==> config.mk <==
export PLATFORM = sky130hd
export DESIGN_NAME = vga_frame_capture_flat
export DESIGN_NICKNAME = d
export VERILOG_FILES = /design/src/rtl/vga_frame_capture_pkg.sv /design/src/rtl/vga_frame_capture_if.sv /design/src/rtl/capture_addr_gen.sv /design/src/rtl/vga_frame_capture.sv /design/src/flat_wrapper.sv
export SDC_FILE = /design/constraint.sdc
export NUM_CORES = 1
export LEC_CHECK = 0
export BUFFER_PORTS_ARGS = -buffer_cell sky130_fd_sc_hd__buf_2
export CAP_MARGIN = 10
export CELL_PAD_IN_SITES_DETAIL_PLACEMENT = 0
export CELL_PAD_IN_SITES_GLOBAL_PLACEMENT = 2
export CORE_ASPECT_RATIO = 0.9
export CORE_MARGIN = 2
export CORE_UTILIZATION = 37
export DETAILED_ROUTE_END_ITERATION = 7
export PLACE_DENSITY_LB_ADDON = 0.3
export SLEW_MARGIN = 20
export SYNTH_ARGS = -nofsm -noshare
export SYNTH_HDL_FRONTEND = slang
export SYNTH_SLANG_ARGS = --single-unit
==> constraint.sdc <==
create_clock -name vgaclk -period 5.6 [get_ports vgaclk]
set_clock_uncertainty 0.15 [all_clocks]
set_input_delay 0.28 -clock vgaclk [delete_from_list [all_inputs] [get_ports vgaclk]]
set_output_delay 0.28 -clock vgaclk [all_outputs]
set_load 0.01 [all_outputs]
==> src/rtl/vga_frame_capture_pkg.sv <==
// rtl/vga_frame_capture_pkg.sv - capture state type and VGA raster constants
package vga_capture_pkg;
    typedef enum logic [1:0] {IDLE, WAIT_VS, CAPTURE, DONE} capture_state_t;

    localparam int H_ACTIVE = 640;
    localparam int V_ACTIVE = 480;
    localparam int ADDR_W   = 19;
    localparam int H_TOTAL  = 800;
    localparam int V_TOTAL  = 525;
endpackage

==> src/rtl/vga_frame_capture_if.sv <==
// rtl/vga_frame_capture_if.sv - framebuffer write port
interface vga_frame_capture_if #(
    parameter int ADDR_W = 19
);
    logic              wr_en;
    logic [ADDR_W-1:0] wr_addr;
    logic [7:0]        wr_data;

    modport master (output wr_en, wr_addr, wr_data);
    modport slave  (input  wr_en, wr_addr, wr_data);
endinterface

==> src/rtl/capture_addr_gen.sv <==
// rtl/capture_addr_gen.sv - raster x/y counters and incremental framebuffer address; crop window under `VGA_CAPTURE_CROP_EN
module capture_addr_gen #(
    parameter int H_ACTIVE = 640,
    parameter int V_ACTIVE = 480,
    parameter int ADDR_W   = 19
) (
    input  logic              clk,
    input  logic              resetn,
    input  logic              clear,
    input  logic              de,
    input  logic              de_fall,
    input  logic              vs_fall,
    input  logic [15:0]       dimensiones,
    output logic              pix_ok,
    output logic              overflow,
    output logic              line_short,
    output logic              frame_end,
    output logic [ADDR_W-1:0] pix_addr
);
    localparam int XW = $clog2(H_ACTIVE + 1);
    localparam int YW = $clog2(V_ACTIVE + 1);

    logic [XW-1:0]     x;
    logic [YW-1:0]     y;
    logic [ADDR_W-1:0] line_base;
    logic [ADDR_W-1:0] line_step;
    logic              in_window;
    logic              x_full;

`ifdef VGA_CAPTURE_CROP_EN
    logic [7:0] crop_w;
    logic [7:0] crop_h;

    // Window size is frozen at each frame start so a mid-frame change cannot tear the layout.
    always_ff @(posedge clk) begin
        if (!resetn) begin
            crop_w <= '0;
            crop_h <= '0;
        end else if (vs_fall) begin
            crop_w <= dimensiones[15:8];
            crop_h <= dimensiones[7:0];
        end
    end

    assign in_window = (32'(x) < 32'(crop_w)) && (32'(y) < 32'(crop_h));
    assign line_step = ADDR_W'(crop_w);
`else
    logic unused_dims;
    assign unused_dims = ^{vs_fall, dimensiones};
    assign in_window   = 1'b1;
    assign line_step   = ADDR_W'(H_ACTIVE);
`endif

    assign x_full     = (x == XW'(H_ACTIVE));
    assign pix_ok     = de && !x_full && in_window;
    assign overflow   = de && x_full;
    assign line_short = de_fall && !x_full;
    assign frame_end  = de_fall && (y == YW'(V_ACTIVE - 1));
    assign pix_addr   = line_base + ADDR_W'(x);

    // line_base tracks y*step by accumulation, so short lines still realign the next row.
    always_ff @(posedge clk) begin
        if (!resetn || clear) begin
            x         <= '0;
            y         <= '0;
            line_base <= '0;
        end else if (de_fall) begin
            x         <= '0;
            y         <= y + YW'(1);
            line_base <= line_base + line_step;
        end else if (de && !x_full) begin
            x <= x + XW'(1);
        end
    end
endmodule

==> src/rtl/vga_frame_capture.sv <==
// rtl/vga_frame_capture.sv - VGA receive side: grabs one grayscale frame into a framebuffer; crop under `VGA_CAPTURE_CROP_EN
module vga_frame_capture #(
    parameter int H_ACTIVE = vga_capture_pkg::H_ACTIVE,
    parameter int V_ACTIVE = vga_capture_pkg::V_ACTIVE,
    parameter int ADDR_W   = vga_capture_pkg::ADDR_W
) (
    input  logic                vgaclk,
    input  logic                reset,
    input  logic                horizontal_sync,
    input  logic                vertical_sync,
    input  logic                vga_blank,
    input  logic [7:0]          pixel_in,
    input  logic                arm,
    input  logic                continuo,
    input  logic [15:0]         dimensiones,
    vga_frame_capture_if.master wr,
    output logic                busy,
    output logic                frame_done,
    output logic                frame_err
);
    import vga_capture_pkg::*;

    capture_state_t    state;
    logic              s1_hs, s1_vs, s1_de, s2_vs, s2_de;
    logic [7:0]        s1_pixel;
    logic              vs_fall, de_fall;
    logic              pix_ok, overflow, line_short, frame_end;
    logic [ADDR_W-1:0] pix_addr;

    always_ff @(posedge vgaclk) begin
        if (!reset) begin
            {s1_hs, s1_vs, s1_de, s2_vs, s2_de} <= '0;
            s1_pixel <= '0;
        end else begin
            s1_hs    <= horizontal_sync;
            s1_vs    <= vertical_sync;
            s1_de    <= vga_blank;
            s1_pixel <= pixel_in;
            s2_vs    <= s1_vs;
            s2_de    <= s1_de;
        end
    end

    assign vs_fall = s2_vs & ~s1_vs;
    assign de_fall = s2_de & ~s1_de;

    capture_addr_gen #(
        .H_ACTIVE(H_ACTIVE),
        .V_ACTIVE(V_ACTIVE),
        .ADDR_W  (ADDR_W)
    ) u_addr_gen (
        .clk        (vgaclk),
        .resetn     (reset),
        .clear      ((state != CAPTURE) || vs_fall),
        .de         (s1_de),
        .de_fall    (de_fall),
        .vs_fall    (vs_fall),
        .dimensiones(dimensiones),
        .pix_ok     (pix_ok),
        .overflow   (overflow),
        .line_short (line_short),
        .frame_end  (frame_end),
        .pix_addr   (pix_addr)
    );

    always_ff @(posedge vgaclk) begin
        if (!reset) begin
            state      <= IDLE;
            wr.wr_en   <= 1'b0;
            wr.wr_addr <= '0;
            wr.wr_data <= '0;
            busy       <= 1'b0;
            frame_done <= 1'b0;
            frame_err  <= 1'b0;
        end else begin
            wr.wr_en   <= 1'b0;
            frame_done <= 1'b0;
            case (state)
                IDLE: begin
                    if (arm) begin
                        state     <= WAIT_VS;
                        busy      <= 1'b1;
                        frame_err <= 1'b0;
                    end
                end
                WAIT_VS: begin
                    if (vs_fall) state <= CAPTURE;
                end
                CAPTURE: begin
                    if (pix_ok) begin
                        wr.wr_en   <= 1'b1;
                        wr.wr_addr <= pix_addr;
                        wr.wr_data <= s1_pixel;
                    end
                    if (overflow || line_short || (s1_de && !s1_hs) || vs_fall)
                        frame_err <= 1'b1;
                    // A premature vsync restarts the frame instead of finishing it.
                    if (!vs_fall && frame_end) begin
                        state      <= DONE;
                        busy       <= 1'b0;
                        frame_done <= 1'b1;
                    end
                end
                DONE: begin
                    if (arm || continuo) begin
                        state <= WAIT_VS;
                        busy  <= 1'b1;
                        if (arm) frame_err <= 1'b0;
                    end else begin
                        state <= IDLE;
                    end
                end
                default: state <= IDLE;
            endcase
        end
    end
endmodule

==> src/flat_wrapper.sv <==
// flat-port wrapper written by rule: the top's interface ports become plain ports
module vga_frame_capture_flat import vga_capture_pkg::*;
#(
    parameter int H_ACTIVE = vga_capture_pkg::H_ACTIVE,
    parameter int V_ACTIVE = vga_capture_pkg::V_ACTIVE,
    parameter int ADDR_W   = vga_capture_pkg::ADDR_W
)
  (vgaclk, reset, horizontal_sync, vertical_sync, vga_blank, pixel_in, arm, continuo, dimensiones, busy, frame_done, frame_err, wr_wr_en, wr_wr_addr, wr_wr_data);
  vga_frame_capture_if #(.ADDR_W(ADDR_W)) wr_i ();
  input  logic vgaclk;
  input  logic reset;
  input  logic horizontal_sync;
  input  logic vertical_sync;
  input  logic vga_blank;
  input  logic [7:0] pixel_in;
  input  logic arm;
  input  logic continuo;
  input  logic [15:0] dimensiones;
  output logic busy;
  output logic frame_done;
  output logic frame_err;
  output wire logic [$bits(wr_i.wr_en)-1:0] wr_wr_en;
  output wire logic [$bits(wr_i.wr_addr)-1:0] wr_wr_addr;
  output wire logic [$bits(wr_i.wr_data)-1:0] wr_wr_data;
  assign wr_wr_en = wr_i.wr_en;
  assign wr_wr_addr = wr_i.wr_addr;
  assign wr_wr_data = wr_i.wr_data;
  vga_frame_capture #(.H_ACTIVE(H_ACTIVE), .V_ACTIVE(V_ACTIVE), .ADDR_W(ADDR_W)) u_core (.vgaclk(vgaclk), .reset(reset), .horizontal_sync(horizontal_sync), .vertical_sync(vertical_sync), .vga_blank(vga_blank), .pixel_in(pixel_in), .arm(arm), .continuo(continuo), .dimensiones(dimensiones), .wr(wr_i), .busy(busy), .frame_done(frame_done), .frame_err(frame_err));
endmodule
==> impl_metrics.py <==
metrics = {
    "finish": {
        "layout-drive-gt1-share": 0.176,
        "n_antenna_cell": 0,
        "register_area_sq_um": 1540,
        "syn_to_final_growth_pct": 17.4,
        "final_cell_mix": "dfxtp_1, nor2_1, buf_2, mux2i_1, a21oi_1",
        "finalNetCount": 461,
        "final_util": 0.450,
        "fillCellCount": 944,
        "final_common_cell": "dfxtp_1",
        "final_area_sq_um": 4120,
        "multi_input_area_sq_um": 1830,
    },
    "setup_path": {
        "max_stage_delay_ps": 710,
        "setup.worst_path.start_class": "register",
        "critPathMaxFanout": 22,
        "crit_path_top_delay_cell": "nand3_1",
        "path_depth": 4,
        "path_buf_inv": 1,
        "crit_type": "register to register",
        "cp.arrival_ps": 2380,
        "ff2ff_path_depth": 4,
        "path_cells": "inv_1, ha_1, nand3_1, nor4_1",
        "worstSetupEndpointType": "register",
        "crit_family": "simple AND/OR/NAND/NOR gates",
        "required_ps": 5700,
    },
    "global_route": {
        "grt_pass1_vias": 2575,
        "antenna_found_initial": 0,
        "grt_max_degree": 39,
        "gr-total-overflow": 0,
        "grt_pass1_wl_um": 12300,
        "track_usage": 0.151,
    },
    "yosys": {
        "yosysUniqueCellTypes": 58,
        "async_flop_share": 0,
        "synthFlopType": "dfxtp_1",
        "synth_cells": 366,
        "synth_area_per_cell_sq_um": 9.59,
        "ys_ff_latch": 77,
        "syn_nets": 411,
        "yosys-top-cells-area": "dfxtp_1, nor2_1, mux2i_1",
        "synth_area_sq_um": 3510,
        "yosysTopAreaCell": "dfxtp_1",
        "synth.top_cell.area_share": 0.439,
        "yosysSeqAreaShare": 0.439,
        "yosys_warnings": 0,
        "synth_edf_count": 0,
    },
    "floorplan": {
        "die_w_um": 107,
        "die_h_um": 96.4,
        "start_util": 0.383,
        "coreArea_sq_um": 9170,
        "rows": 33,
        "dieArea_sq_um": 10300,
        "pin_count": 62,
    },
    "route": {
        "wire_per_inst_um": 13.4,
        "firstDrtPassIters": 4,
        "vias": 2681,
        "ant_nets": 0,
        "drcViolationCount": 0,
        "vias_per_cell": 4.94,
        "postRouteWirelength_um": 7270,
        "first_iter_violations": 65,
    },
    "clock_network": {
        "cts_tree": "yes",
        "clock-sinks": 77,
        "cts.path.max_buffers": 2,
        "numCtsBuffers": 9,
        "cts_root_buffer": "clkbuf_8",
        "insertion_delay_ps": 350,
        "clk_pin_slew_worst_paths_ps": 80,
        "cts_resized": 0,
        "cts-htree-levels": 3,
    },
    "pwr": {
        "power_leakage_nw": 1.58,
        "p_int_mw": 0.920,
        "pwr-share-comb": 0.169,
        "switching_share": 0.275,
        "peakVddDrop_mv": 0.142,
        "p_clk_frac": 0.367,
        "p_sw_mw": 0.349,
        "p_seq_frac": 0.464,
        "power_mw": 1.27,
        "power_per_cell_area_nw_per_um2": 308,
    },
    "timing": {
        "setup_viol": 0,
        "slew_headroom": 0.408,
        "maxSlewViolCount": 0,
        "timing.fmax_ghz": 0.438,
        "setup_ws_ps": 3320,
        "fin_crit_ps": 2280,
        "worst_pin_slew_ps": 886,
        "hold_violations": 0,
        "tns_ps": 0,
        "rsz0062_at_grt": "no",
        "fin_crit_sh": 0.408,
    },
    "status": {
        "status": "finished, final reports clean",
    },
    "flow_run": {
        "maxCapViolCount": 0,
    },
    "placed_design": {
        "dp_hpwl_um": 4970,
        "globalplace.congestion": 0.748,
        "port_buffers": 45,
        "place_ws_ps": 3260,
        "post_dp_cell_area_sq_um": 3800,
    },
    "worst_hold_path": {
        "whs_path_depth": 2,
        "hp-class": "primary input to register",
    },
}
final timing paths:
check | end | slack (ps) | start
setup reg to reg | u_core.frame_done$_SDFF_PN0_ | 3320 | u_core.state[0]$_SDFFE_PN0P_
setup / recovery | u_core.frame_done$_SDFF_PN0_ | 3320 | u_core.state[0]$_SDFFE_PN0P_
hold / removal | u_core.s1_hs$_SDFF_PN0_ | 10 | horizontal_sync
hold reg to reg | u_core.s2_vs$_SDFF_PN0_ | 290 | u_core.s1_vs$_SDFF_PN0_
layer usage:
metal	GRT usage	wire length, um	vias to the layer above
met5	0	0	-
met4	0.0455	82	0
met3	0.0402	226	7
met2	0.258	3420	32
met1	0.189	3540	1266
li1	-	-	1376
flip-flops by register name, indices dropped and copies added (netlist names), 2 cells and up:
register                     flops
u_core.u_addr_gen.x             10
u_core.s1_pixel                  8
u_core.state                     2
u_core.u_addr_gen.line_base     12
u_core.u_addr_gen.y              9
u_core.wr.wr_addr               19
u_core.wr.wr_data                8
power by group through the flow:
stage               combinational [mW]  sequential, mW  clock (mW)
CTS                              0.218           0.589       0.481
global placement                 0.205           0.602           0
floorplan                        0.158           0.602           0
detailed placement               0.211           0.603           0
finish                           0.215           0.589       0.466
global route                     0.241           0.592       0.504
layout make-up:
cell class | instances | share of cell area
Clock buffer | 10 | 0.0334
Clock inverter | 6 | 0.0209
Inverter | 11 | 0.0100
Multi-Input combinational cell | 261 | 0.444
Sequential cell | 77 | 0.374
Tap cell | 122 | 0.0370
Timing Repair Buffer | 56 | 0.0808
kinds of logic after synthesis:
logic type | synth area share
flip-flops | 0.439
adder cells (fa/ha/maj) | 0.0521
multiplexers | 0.0513
buffers and inverters | 0.0396
AND/OR/NAND/NOR | 0.224
XOR/XNOR | 0.0799
AO/OA/AOI/OAI | 0.114
repair_timing:
action / CTS / global route
setup buffers: 0 / 0
endpoints found under the hold margin: 10 / 0
hold buffers: 10 / 0
synth_stat cells, types with 2 or more instances:
cell,instances
dfxtp_1,77
nor2_1,52
a21oi_1,18
mux2i_1,18
xnor2_1,17
xor2_1,15
and2_1,14
nand2_1,14
ha_1,13
inv_1,10
nand4_1,10
clkbuf_1,9
nand3_1,7
o21ai_1,7
nor3_1,6
o21ai_0,6
nor2b_1,5
or3_1,5
a211oi_1,4
and3_1,4
nand2b_1,4
and4_1,3
buf_2,3
nor4_1,3
a211o_1,2
a311oi_1,2
a31oi_1,2
buf_6,2
nor4b_2,2
o2111ai_1,2
o211ai_1,2
o41ai_1,2
through the flow:
step / hold slack, ps / instances
after floorplan: 257 / 366
after global placement: 285 / 517
after detailed placement: 286 / 517
after CTS: 8.12 / 543
after global routing: 4.38 / 543
final: 13.4 / 543
(Power assumes the default switching activity.)
